==> config.mk <==
export PLATFORM = sky130hd
export DESIGN_NAME = glb_arbiter_flat
export DESIGN_NICKNAME = d
export VERILOG_FILES = /design/src/rtl/glb_arbiter_if.sv /design/src/rtl/glb_arbiter.sv /design/src/flat_wrapper.sv
export SDC_FILE = /design/constraint.sdc
export NUM_CORES = 1
export LEC_CHECK = 0
export BUFFER_PORTS_ARGS = -buffer_cell sky130_fd_sc_hd__buf_2
export CAP_MARGIN = 20
export CORE_MARGIN = 2
export CORE_UTILIZATION = 31
export DETAILED_ROUTE_END_ITERATION = 10
export SYNTH_ARGS = -nofsm -noshare
export SYNTH_HDL_FRONTEND = slang
export SYNTH_SLANG_ARGS = --single-unit
export TNS_END_PERCENT = 50
==> constraint.sdc <==
create_clock -name i_clk -period 6.45 [get_ports i_clk]
set_input_delay 1.29 -clock i_clk [delete_from_list [all_inputs] [get_ports i_clk]]
set_output_delay 1.29 -clock i_clk [all_outputs]
set_load 0.005 [all_outputs]
==> src/rtl/glb_arbiter_if.sv <==
// Bundle between glb_arbiter and its neighbours: three read clients, the psum write client and the GLB port.
// The slave modport is the arbiter's view; the master modport is the view of whatever drives the clients and models GLB.
interface glb_arbiter_if #(
    parameter int DATA_BITWIDTH = 32,
    parameter int BANK_W        = 2,
    parameter int ADDR_W        = 9
);
    logic                     i_ifmap_req_valid, o_ifmap_req_ready;
    logic [BANK_W-1:0]        i_ifmap_req_bank;
    logic [ADDR_W-1:0]        i_ifmap_req_addr;
    logic                     o_ifmap_rsp_valid, i_ifmap_rsp_ready;
    logic [DATA_BITWIDTH-1:0] o_ifmap_rsp_data;

    logic                     i_wght_req_valid, o_wght_req_ready;
    logic [BANK_W-1:0]        i_wght_req_bank;
    logic [ADDR_W-1:0]        i_wght_req_addr;
    logic                     o_wght_rsp_valid, i_wght_rsp_ready;
    logic [DATA_BITWIDTH-1:0] o_wght_rsp_data;

    logic                     i_psum_req_valid, o_psum_req_ready;
    logic [BANK_W-1:0]        i_psum_req_bank;
    logic [ADDR_W-1:0]        i_psum_req_addr;
    logic                     o_psum_rsp_valid, i_psum_rsp_ready;
    logic [DATA_BITWIDTH-1:0] o_psum_rsp_data;

    logic                     i_wr_valid, o_wr_ready;
    logic [BANK_W-1:0]        i_wr_bank;
    logic [ADDR_W-1:0]        i_wr_addr;
    logic [DATA_BITWIDTH-1:0] i_wr_data;

    logic [BANK_W-1:0]        o_glb_bank_sel;
    logic                     o_glb_re, o_glb_we;
    logic [ADDR_W-1:0]        o_glb_ra, o_glb_wa;
    logic [DATA_BITWIDTH-1:0] o_glb_wd, i_glb_rd;
    logic                     o_bank_err;

    modport slave (
        input  i_ifmap_req_valid, i_ifmap_req_bank, i_ifmap_req_addr, i_ifmap_rsp_ready,
        output o_ifmap_req_ready, o_ifmap_rsp_valid, o_ifmap_rsp_data,
        input  i_wght_req_valid, i_wght_req_bank, i_wght_req_addr, i_wght_rsp_ready,
        output o_wght_req_ready, o_wght_rsp_valid, o_wght_rsp_data,
        input  i_psum_req_valid, i_psum_req_bank, i_psum_req_addr, i_psum_rsp_ready,
        output o_psum_req_ready, o_psum_rsp_valid, o_psum_rsp_data,
        input  i_wr_valid, i_wr_bank, i_wr_addr, i_wr_data,
        output o_wr_ready,
        output o_glb_bank_sel, o_glb_re, o_glb_we, o_glb_ra, o_glb_wa, o_glb_wd,
        input  i_glb_rd,
        output o_bank_err
    );

    modport master (
        output i_ifmap_req_valid, i_ifmap_req_bank, i_ifmap_req_addr, i_ifmap_rsp_ready,
        input  o_ifmap_req_ready, o_ifmap_rsp_valid, o_ifmap_rsp_data,
        output i_wght_req_valid, i_wght_req_bank, i_wght_req_addr, i_wght_rsp_ready,
        input  o_wght_req_ready, o_wght_rsp_valid, o_wght_rsp_data,
        output i_psum_req_valid, i_psum_req_bank, i_psum_req_addr, i_psum_rsp_ready,
        input  o_psum_req_ready, o_psum_rsp_valid, o_psum_rsp_data,
        output i_wr_valid, i_wr_bank, i_wr_addr, i_wr_data,
        input  o_wr_ready,
        input  o_glb_bank_sel, o_glb_re, o_glb_we, o_glb_ra, o_glb_wa, o_glb_wd,
        output i_glb_rd,
        input  o_bank_err
    );
endinterface

==> src/rtl/glb_arbiter.sv <==
// Round-robin sharing of the single GLB port between ifmap/wght/psum readers (slots 0-2) and the psum writer (slot 3).
// Optional GLB_ARB_WR_PRIORITY_EN: the writer always wins, and the readers rotate among themselves.
module glb_arbiter #(
    parameter int DATA_BITWIDTH = 32,
    parameter int BANK_NUM      = 3,
    parameter int BANK_DEPTH    = 512,
    // $clog2(N) gives the bit count of N-1 for N >= 2, which is the width needed to hold indices 0..N-1.
    parameter int BANK_W        = $clog2(BANK_NUM),
    parameter int ADDR_W        = $clog2(BANK_DEPTH)
) (
    input  logic          i_clk,
    input  logic          i_rst,
    glb_arbiter_if.slave  bus
);
    logic [2:0]               rd_valid_s, rd_rsp_ready_s;
    logic [BANK_W-1:0]        slot_bank_s [4];
    logic [ADDR_W-1:0]        slot_addr_s [4];
    logic [3:0]               slot_oor_s, elig_s, gnt_oh_s;
    logic                     gnt_vld_s;
    logic [1:0]               gnt_idx_s;

    logic [2:0]               inflight_q, inflight_d, oor_q, oor_d, rsp_valid_q, rsp_valid_d;
    logic [DATA_BITWIDTH-1:0] rsp_data_q [3];
    logic [DATA_BITWIDTH-1:0] rsp_data_d [3];
    logic [1:0]               rr_ptr_q, rr_ptr_d;
    logic                     bank_err_q, bank_err_d;

    // Gather the per-slot request fields and work out which slots may be granted.
    always_comb begin
        rd_valid_s     = {bus.i_psum_req_valid, bus.i_wght_req_valid, bus.i_ifmap_req_valid};
        rd_rsp_ready_s = {bus.i_psum_rsp_ready, bus.i_wght_rsp_ready, bus.i_ifmap_rsp_ready};
        slot_bank_s[0] = bus.i_ifmap_req_bank;
        slot_bank_s[1] = bus.i_wght_req_bank;
        slot_bank_s[2] = bus.i_psum_req_bank;
        slot_bank_s[3] = bus.i_wr_bank;
        slot_addr_s[0] = bus.i_ifmap_req_addr;
        slot_addr_s[1] = bus.i_wght_req_addr;
        slot_addr_s[2] = bus.i_psum_req_addr;
        slot_addr_s[3] = bus.i_wr_addr;
        for (int i = 0; i < 4; i++) begin
            slot_oor_s[i] = (int'(slot_bank_s[i]) >= BANK_NUM);
        end
        // A reader may re-issue in the very cycle its full buffer is popped.
        for (int i = 0; i < 3; i++) begin
            elig_s[i] = ~i_rst & rd_valid_s[i] & ~inflight_q[i] & (~rsp_valid_q[i] | rd_rsp_ready_s[i]);
        end
        elig_s[3] = ~i_rst & bus.i_wr_valid;
    end

    // Pick at most one slot, searching onward from the round-robin pointer.
    always_comb begin
        gnt_vld_s = 1'b0;
        gnt_idx_s = 2'd0;
`ifdef GLB_ARB_WR_PRIORITY_EN
        if (elig_s[3]) begin
            gnt_vld_s = 1'b1;
            gnt_idx_s = 2'd3;
        end else begin
            for (int k = 0; k < 3; k++) begin
                if (!gnt_vld_s && elig_s[(int'(rr_ptr_q) + k) % 3]) begin
                    gnt_vld_s = 1'b1;
                    gnt_idx_s = 2'((int'(rr_ptr_q) + k) % 3);
                end else begin
                    gnt_idx_s = gnt_idx_s;
                end
            end
        end
`else
        for (int k = 0; k < 4; k++) begin
            if (!gnt_vld_s && elig_s[(int'(rr_ptr_q) + k) % 4]) begin
                gnt_vld_s = 1'b1;
                gnt_idx_s = 2'((int'(rr_ptr_q) + k) % 4);
            end else begin
                gnt_idx_s = gnt_idx_s;
            end
        end
`endif
        gnt_oh_s = gnt_vld_s ? (4'b0001 << gnt_idx_s) : 4'b0000;
    end

    // Drive GLB from the grant; an out-of-range bank is handshaken but never reaches GLB.
    always_comb begin
        bus.o_glb_bank_sel = {BANK_W{1'b0}};
        bus.o_glb_re       = 1'b0;
        bus.o_glb_we       = 1'b0;
        bus.o_glb_ra       = {ADDR_W{1'b0}};
        bus.o_glb_wa       = {ADDR_W{1'b0}};
        bus.o_glb_wd       = {DATA_BITWIDTH{1'b0}};
        if (gnt_vld_s && !slot_oor_s[gnt_idx_s]) begin
            bus.o_glb_bank_sel = slot_bank_s[gnt_idx_s];
            if (gnt_idx_s == 2'd3) begin
                bus.o_glb_we = 1'b1;
                bus.o_glb_wa = slot_addr_s[3];
                bus.o_glb_wd = bus.i_wr_data;
            end else begin
                bus.o_glb_re = 1'b1;
                bus.o_glb_ra = slot_addr_s[gnt_idx_s];
            end
        end else begin
            bus.o_glb_re = 1'b0;
        end
    end

    // Next state: capture read data one cycle after the grant, pop on rsp_ready, advance the pointer.
    always_comb begin
        inflight_d  = gnt_oh_s[2:0];
        oor_d       = oor_q;
        rsp_valid_d = rsp_valid_q;
        rsp_data_d  = rsp_data_q;
        bank_err_d  = bank_err_q | (gnt_vld_s & slot_oor_s[gnt_idx_s]);
        for (int i = 0; i < 3; i++) begin
            if (gnt_oh_s[i]) begin
                oor_d[i] = slot_oor_s[i];
            end else begin
                oor_d[i] = oor_q[i];
            end
            if (inflight_q[i]) begin
                rsp_valid_d[i] = 1'b1;
                rsp_data_d[i]  = oor_q[i] ? {DATA_BITWIDTH{1'b0}} : bus.i_glb_rd;
            end else if (rsp_valid_q[i] && rd_rsp_ready_s[i]) begin
                rsp_valid_d[i] = 1'b0;
            end else begin
                rsp_valid_d[i] = rsp_valid_q[i];
            end
        end
`ifdef GLB_ARB_WR_PRIORITY_EN
        if (gnt_vld_s && (gnt_idx_s != 2'd3)) begin
            rr_ptr_d = (gnt_idx_s == 2'd2) ? 2'd0 : (gnt_idx_s + 2'd1);
        end else begin
            rr_ptr_d = rr_ptr_q;
        end
`else
        if (gnt_vld_s) begin
            rr_ptr_d = gnt_idx_s + 2'd1;
        end else begin
            rr_ptr_d = rr_ptr_q;
        end
`endif
    end

    // State registers; reset discards in-flight reads and buffered responses.
    always_ff @(posedge i_clk) begin
        if (i_rst) begin
            inflight_q  <= 3'b000;
            oor_q       <= 3'b000;
            rsp_valid_q <= 3'b000;
            for (int i = 0; i < 3; i++) begin
                rsp_data_q[i] <= {DATA_BITWIDTH{1'b0}};
            end
            rr_ptr_q    <= 2'd0;
            bank_err_q  <= 1'b0;
        end else begin
            inflight_q  <= inflight_d;
            oor_q       <= oor_d;
            rsp_valid_q <= rsp_valid_d;
            rsp_data_q  <= rsp_data_d;
            rr_ptr_q    <= rr_ptr_d;
            bank_err_q  <= bank_err_d;
        end
    end

    assign bus.o_ifmap_req_ready = gnt_oh_s[0];
    assign bus.o_wght_req_ready  = gnt_oh_s[1];
    assign bus.o_psum_req_ready  = gnt_oh_s[2];
    assign bus.o_wr_ready        = gnt_oh_s[3];
    assign bus.o_ifmap_rsp_valid = rsp_valid_q[0];
    assign bus.o_wght_rsp_valid  = rsp_valid_q[1];
    assign bus.o_psum_rsp_valid  = rsp_valid_q[2];
    assign bus.o_ifmap_rsp_data  = rsp_data_q[0];
    assign bus.o_wght_rsp_data   = rsp_data_q[1];
    assign bus.o_psum_rsp_data   = rsp_data_q[2];
    assign bus.o_bank_err        = bank_err_q;
endmodule

==> src/flat_wrapper.sv <==
// flat-port wrapper written by rule: the top's interface ports become plain ports
module glb_arbiter_flat 
#(
    parameter int DATA_BITWIDTH = 32,
    parameter int BANK_NUM      = 3,
    parameter int BANK_DEPTH    = 512,
                                                                                                         
    parameter int BANK_W        = $clog2(BANK_NUM),
    parameter int ADDR_W        = $clog2(BANK_DEPTH)
)
  (i_clk, i_rst, bus_i_ifmap_req_valid, bus_i_ifmap_req_bank, bus_i_ifmap_req_addr, bus_i_ifmap_rsp_ready, bus_o_ifmap_req_ready, bus_o_ifmap_rsp_valid, bus_o_ifmap_rsp_data, bus_i_wght_req_valid, bus_i_wght_req_bank, bus_i_wght_req_addr, bus_i_wght_rsp_ready, bus_o_wght_req_ready, bus_o_wght_rsp_valid, bus_o_wght_rsp_data, bus_i_psum_req_valid, bus_i_psum_req_bank, bus_i_psum_req_addr, bus_i_psum_rsp_ready, bus_o_psum_req_ready, bus_o_psum_rsp_valid, bus_o_psum_rsp_data, bus_i_wr_valid, bus_i_wr_bank, bus_i_wr_addr, bus_i_wr_data, bus_o_wr_ready, bus_o_glb_bank_sel, bus_o_glb_re, bus_o_glb_we, bus_o_glb_ra, bus_o_glb_wa, bus_o_glb_wd, bus_i_glb_rd, bus_o_bank_err);
  glb_arbiter_if #(.DATA_BITWIDTH(DATA_BITWIDTH), .BANK_W(BANK_W), .ADDR_W(ADDR_W)) bus_i ();
  input  logic i_clk;
  input  logic i_rst;
  input wire logic [$bits(bus_i.i_ifmap_req_valid)-1:0] bus_i_ifmap_req_valid;
  input wire logic [$bits(bus_i.i_ifmap_req_bank)-1:0] bus_i_ifmap_req_bank;
  input wire logic [$bits(bus_i.i_ifmap_req_addr)-1:0] bus_i_ifmap_req_addr;
  input wire logic [$bits(bus_i.i_ifmap_rsp_ready)-1:0] bus_i_ifmap_rsp_ready;
  output wire logic [$bits(bus_i.o_ifmap_req_ready)-1:0] bus_o_ifmap_req_ready;
  output wire logic [$bits(bus_i.o_ifmap_rsp_valid)-1:0] bus_o_ifmap_rsp_valid;
  output wire logic [$bits(bus_i.o_ifmap_rsp_data)-1:0] bus_o_ifmap_rsp_data;
  input wire logic [$bits(bus_i.i_wght_req_valid)-1:0] bus_i_wght_req_valid;
  input wire logic [$bits(bus_i.i_wght_req_bank)-1:0] bus_i_wght_req_bank;
  input wire logic [$bits(bus_i.i_wght_req_addr)-1:0] bus_i_wght_req_addr;
  input wire logic [$bits(bus_i.i_wght_rsp_ready)-1:0] bus_i_wght_rsp_ready;
  output wire logic [$bits(bus_i.o_wght_req_ready)-1:0] bus_o_wght_req_ready;
  output wire logic [$bits(bus_i.o_wght_rsp_valid)-1:0] bus_o_wght_rsp_valid;
  output wire logic [$bits(bus_i.o_wght_rsp_data)-1:0] bus_o_wght_rsp_data;
  input wire logic [$bits(bus_i.i_psum_req_valid)-1:0] bus_i_psum_req_valid;
  input wire logic [$bits(bus_i.i_psum_req_bank)-1:0] bus_i_psum_req_bank;
  input wire logic [$bits(bus_i.i_psum_req_addr)-1:0] bus_i_psum_req_addr;
  input wire logic [$bits(bus_i.i_psum_rsp_ready)-1:0] bus_i_psum_rsp_ready;
  output wire logic [$bits(bus_i.o_psum_req_ready)-1:0] bus_o_psum_req_ready;
  output wire logic [$bits(bus_i.o_psum_rsp_valid)-1:0] bus_o_psum_rsp_valid;
  output wire logic [$bits(bus_i.o_psum_rsp_data)-1:0] bus_o_psum_rsp_data;
  input wire logic [$bits(bus_i.i_wr_valid)-1:0] bus_i_wr_valid;
  input wire logic [$bits(bus_i.i_wr_bank)-1:0] bus_i_wr_bank;
  input wire logic [$bits(bus_i.i_wr_addr)-1:0] bus_i_wr_addr;
  input wire logic [$bits(bus_i.i_wr_data)-1:0] bus_i_wr_data;
  output wire logic [$bits(bus_i.o_wr_ready)-1:0] bus_o_wr_ready;
  output wire logic [$bits(bus_i.o_glb_bank_sel)-1:0] bus_o_glb_bank_sel;
  output wire logic [$bits(bus_i.o_glb_re)-1:0] bus_o_glb_re;
  output wire logic [$bits(bus_i.o_glb_we)-1:0] bus_o_glb_we;
  output wire logic [$bits(bus_i.o_glb_ra)-1:0] bus_o_glb_ra;
  output wire logic [$bits(bus_i.o_glb_wa)-1:0] bus_o_glb_wa;
  output wire logic [$bits(bus_i.o_glb_wd)-1:0] bus_o_glb_wd;
  input wire logic [$bits(bus_i.i_glb_rd)-1:0] bus_i_glb_rd;
  output wire logic [$bits(bus_i.o_bank_err)-1:0] bus_o_bank_err;
  assign bus_i.i_ifmap_req_valid = bus_i_ifmap_req_valid;
  assign bus_i.i_ifmap_req_bank = bus_i_ifmap_req_bank;
  assign bus_i.i_ifmap_req_addr = bus_i_ifmap_req_addr;
  assign bus_i.i_ifmap_rsp_ready = bus_i_ifmap_rsp_ready;
  assign bus_o_ifmap_req_ready = bus_i.o_ifmap_req_ready;
  assign bus_o_ifmap_rsp_valid = bus_i.o_ifmap_rsp_valid;
  assign bus_o_ifmap_rsp_data = bus_i.o_ifmap_rsp_data;
  assign bus_i.i_wght_req_valid = bus_i_wght_req_valid;
  assign bus_i.i_wght_req_bank = bus_i_wght_req_bank;
  assign bus_i.i_wght_req_addr = bus_i_wght_req_addr;
  assign bus_i.i_wght_rsp_ready = bus_i_wght_rsp_ready;
  assign bus_o_wght_req_ready = bus_i.o_wght_req_ready;
  assign bus_o_wght_rsp_valid = bus_i.o_wght_rsp_valid;
  assign bus_o_wght_rsp_data = bus_i.o_wght_rsp_data;
  assign bus_i.i_psum_req_valid = bus_i_psum_req_valid;
  assign bus_i.i_psum_req_bank = bus_i_psum_req_bank;
  assign bus_i.i_psum_req_addr = bus_i_psum_req_addr;
  assign bus_i.i_psum_rsp_ready = bus_i_psum_rsp_ready;
  assign bus_o_psum_req_ready = bus_i.o_psum_req_ready;
  assign bus_o_psum_rsp_valid = bus_i.o_psum_rsp_valid;
  assign bus_o_psum_rsp_data = bus_i.o_psum_rsp_data;
  assign bus_i.i_wr_valid = bus_i_wr_valid;
  assign bus_i.i_wr_bank = bus_i_wr_bank;
  assign bus_i.i_wr_addr = bus_i_wr_addr;
  assign bus_i.i_wr_data = bus_i_wr_data;
  assign bus_o_wr_ready = bus_i.o_wr_ready;
  assign bus_o_glb_bank_sel = bus_i.o_glb_bank_sel;
  assign bus_o_glb_re = bus_i.o_glb_re;
  assign bus_o_glb_we = bus_i.o_glb_we;
  assign bus_o_glb_ra = bus_i.o_glb_ra;
  assign bus_o_glb_wa = bus_i.o_glb_wa;
  assign bus_o_glb_wd = bus_i.o_glb_wd;
  assign bus_i.i_glb_rd = bus_i_glb_rd;
  assign bus_o_bank_err = bus_i.o_bank_err;
  glb_arbiter #(.DATA_BITWIDTH(DATA_BITWIDTH), .BANK_NUM(BANK_NUM), .BANK_DEPTH(BANK_DEPTH), .BANK_W(BANK_W), .ADDR_W(ADDR_W)) u_core (.i_clk(i_clk), .i_rst(i_rst), .bus(bus_i));
endmodule
==> impl_metrics.py <==
metrics = {
    "die": {
        "start_util_pct": 31.8,
        "die_y_um": 135,
        "die_area_um2": 18200,
        "die_x_um": 135,
        "num_io_pins": 275,
        "placementRows": 47,
        "fp.coreArea_um2": 16700,
    },
    "routing": {
        "avgRoutedWirePerCell_um": 16.8,
        "drcViolationCount": 0,
        "drt_pass1_iterations": 4,
        "wl_um": 18200,
        "drtIter0Drc": 169,
        "vias": 5279,
        "ant_nets": 0,
        "via_per_inst": 4.85,
    },
    "placed_design": {
        "gp_congestion": 0.816,
        "preCtsSetupSlack_ps": 1170,
        "dpl-instance-area_um2": 6790,
        "numPlacedInstances": 1072,
        "io_buffers": 274,
        "dp_hpwl_um": 12700,
    },
    "run_status": {
        "status": "complete, no violations",
    },
    "final_layout": {
        "area_growth_syn_to_layout_pct": 33.5,
        "post-route-util_pct": 42.5,
        "drive_above_1_share_pct": 43.9,
        "fin_nets": 983,
        "fillerInstances": 1704,
        "finalNonFillerCells": 1088,
        "n_antenna_cell": 0,
        "finalInstanceArea_um2": 7100,
    },
    "yosys": {
        "yosysTopAreaCell": "dfxtp_1",
        "syn_area_per_cell_um2": 8.61,
        "synth-edff-count": 0,
        "seq_area_frac_synth_pct": 40.6,
        "netlist_area_um2": 5320,
        "yosys_most_used_dff": "dfxtp_1",
        "ys.warnings.count": 0,
        "synth_area_leaders": "dfxtp_1, nor2b_1, nor2_1",
        "synth_cell_type_count": 53,
        "ys_seq_elements": 108,
        "synthArstFlopShare_pct": 0,
        "synth.top_cells.by_count": "dfxtp_1, nor2_1, nor2b_1",
        "syn_nets": 738,
        "synth_top_area_share_pct": 40.6,
        "synth_cells": 618,
    },
    "power": {
        "intPower_mw": 1.23,
        "total_power_mw": 1.89,
        "clkPwrFrac_pct": 29.5,
        "seqPwrFrac_pct": 40.5,
        "switching_share_pct": 34.9,
        "leakage_nw": 3.33,
        "p_comb_share_pct": 30.0,
        "ir_drop_v": 0.000137,
        "power.density_nw_per_um2": 266,
        "netSwitchingPower_mw": 0.659,
    },
    "timing": {
        "fin_crit_sh_pct": 81.9,
        "finalHoldViolations": 0,
        "slew_headroom_pct": 33.2,
        "fin_skew_ps": 11.7,
        "fin_ws_ps": 1160,
        "post-route-min-period_ps": 5290,
        "grt_setup_unrepaired": "false",
        "maxSlewViolCount": 0,
        "tns_ps": 0,
        "tightest_slew_ps": 1000,
        "setup_viol": 0,
        "hold_slack_ps": 501,
        "fmax_ghz": 0.189,
    },
    "setup_path": {
        "critPathKind": "in2out",
        "critPathLaunchType": "input port",
        "worstPathArrival_ps": 4000,
        "crit_required_ps": 5160,
        "end_kind": "output pin",
        "cp_max_fo": 29,
    },
    "global_route": {
        "grt_usage_pct": 19.3,
        "grt_pass1_vias": 4995,
        "globalRoute.busiestLayer": "met2",
        "grt_pass1_wl_um": 27600,
        "grt_use_met2_pct": 34.6,
        "antenna_found_initial": 1,
        "met3_usage_pct": 5.26,
        "use_met1_pct": 22.4,
        "grt_start_max_net_pins": 96,
        "grt-ovfl-total": 0,
    },
    "hold_path": {
        "hp-class": "reg2reg",
    },
    "cts": {
        "post-cts-setup-buffer-count": 0,
        "root_buffer": "clkbuf_16",
        "clk_pin_slew_ps": 70,
        "cts_tree": "built",
        "cts_buffers": 9,
        "holdBufCountCts": 0,
        "clk_latency_ps": 350,
        "htree_levels": 3,
        "cts_sinks": 108,
        "clk_path_buf_depth": 2,
        "cts-resized-gates": 0,
    },
    "run": {
        "maxCapViolCount": 0,
    },
}
-- metal layers --
layer	share of wire (%)	vias to the layer above	wire (um)
met4	1.5	2	269
met2	49	202	8960
li1	-	2608	-
met5	0.071	-	13
met3	8.0	16	1460
met1	41	2451	7520
-- kinds of logic (layout without fill, tap and decap cells) --
group | count (synthesis) | count (layout) | synth area share, %
compound gates | 188 | 188 | 27.1
buf+inv | 58 | 308 | 5.88
flops | 108 | 108 | 40.6
simple gates | 250 | 250 | 23.5
fa+ha+maj | 3 | 3 | 0.706
mux | 11 | 11 | 2.09
-- critical path: stages --
cell      delay, ps
buf_4           170
or4b_4          550
o221a_4         350
a21oi_2         180
nand3_2         570
buf_12          430
a221oi_2        260
buf_2           150
-- sequential cells by signal, indices dropped and copies added, names as in the netlist --
signal,count
u_core.bus.o_ifmap_rsp_data,32
u_core.bus.o_psum_rsp_data,32
u_core.rsp_valid_q,3
u_core.bus.o_bank_err,1
u_core.oor_q,3
u_core.inflight_q,3
u_core.bus.o_wght_rsp_data,32
u_core.rr_ptr_q,2
-- layout make-up --
class	instances	area [um2]	area share, %
inverter	5	21.3	0.300
sequential	108	2160	30.5
multi-input combinational	452	2850	40.2
timing repair buffer	287	1480	20.9
tap	220	275	3.88
clock buffer	9	225	3.17
clock inverter	7	80.1	1.13
-- path summary, 6_finish.rpt --
| path | startpoint | end | slack [ps] | depth (start not counted) |
|---|---|---|---|---|
| max | i_rst | bus_o_glb_ra[2] | 1160 | 8 |
| max reg2reg | u_core.inflight_q[1] | u_core.oor_q[2] | 3520 | 8 |
| min reg2reg | u_core.oor_q[0] | u_core.oor_q[0] | 500 | 2 |
| min | u_core.oor_q[0] | u_core.oor_q[0] | 500 | 2 |
-- power by group through the flow --
stage	registers, mW	logic [mW]	clock network, mW
final	0.765	0.566	0.557
after global routing	0.773	0.623	0.605
after CTS	0.765	0.573	0.576
after detailed placement	0.778	0.572	0
after global placement	0.778	0.569	0
after floorplan	0.780	0.358	0
-- cells in the final DEF, fill, tap and decap left out, drive strengths merged, types with 6 or more instances in the layout --
cell type / n
dfxtp: 108
buf: 287
clkbuf: 9
nor2: 108
a211oi: 16
a21boi: 14
nor2b: 68
inv: 6
a21oi: 108
a22oi: 33
a221oi: 9
nand2: 44
mux2i: 10
and2: 8
Note: power is estimated with default switching activity, not from simulation.
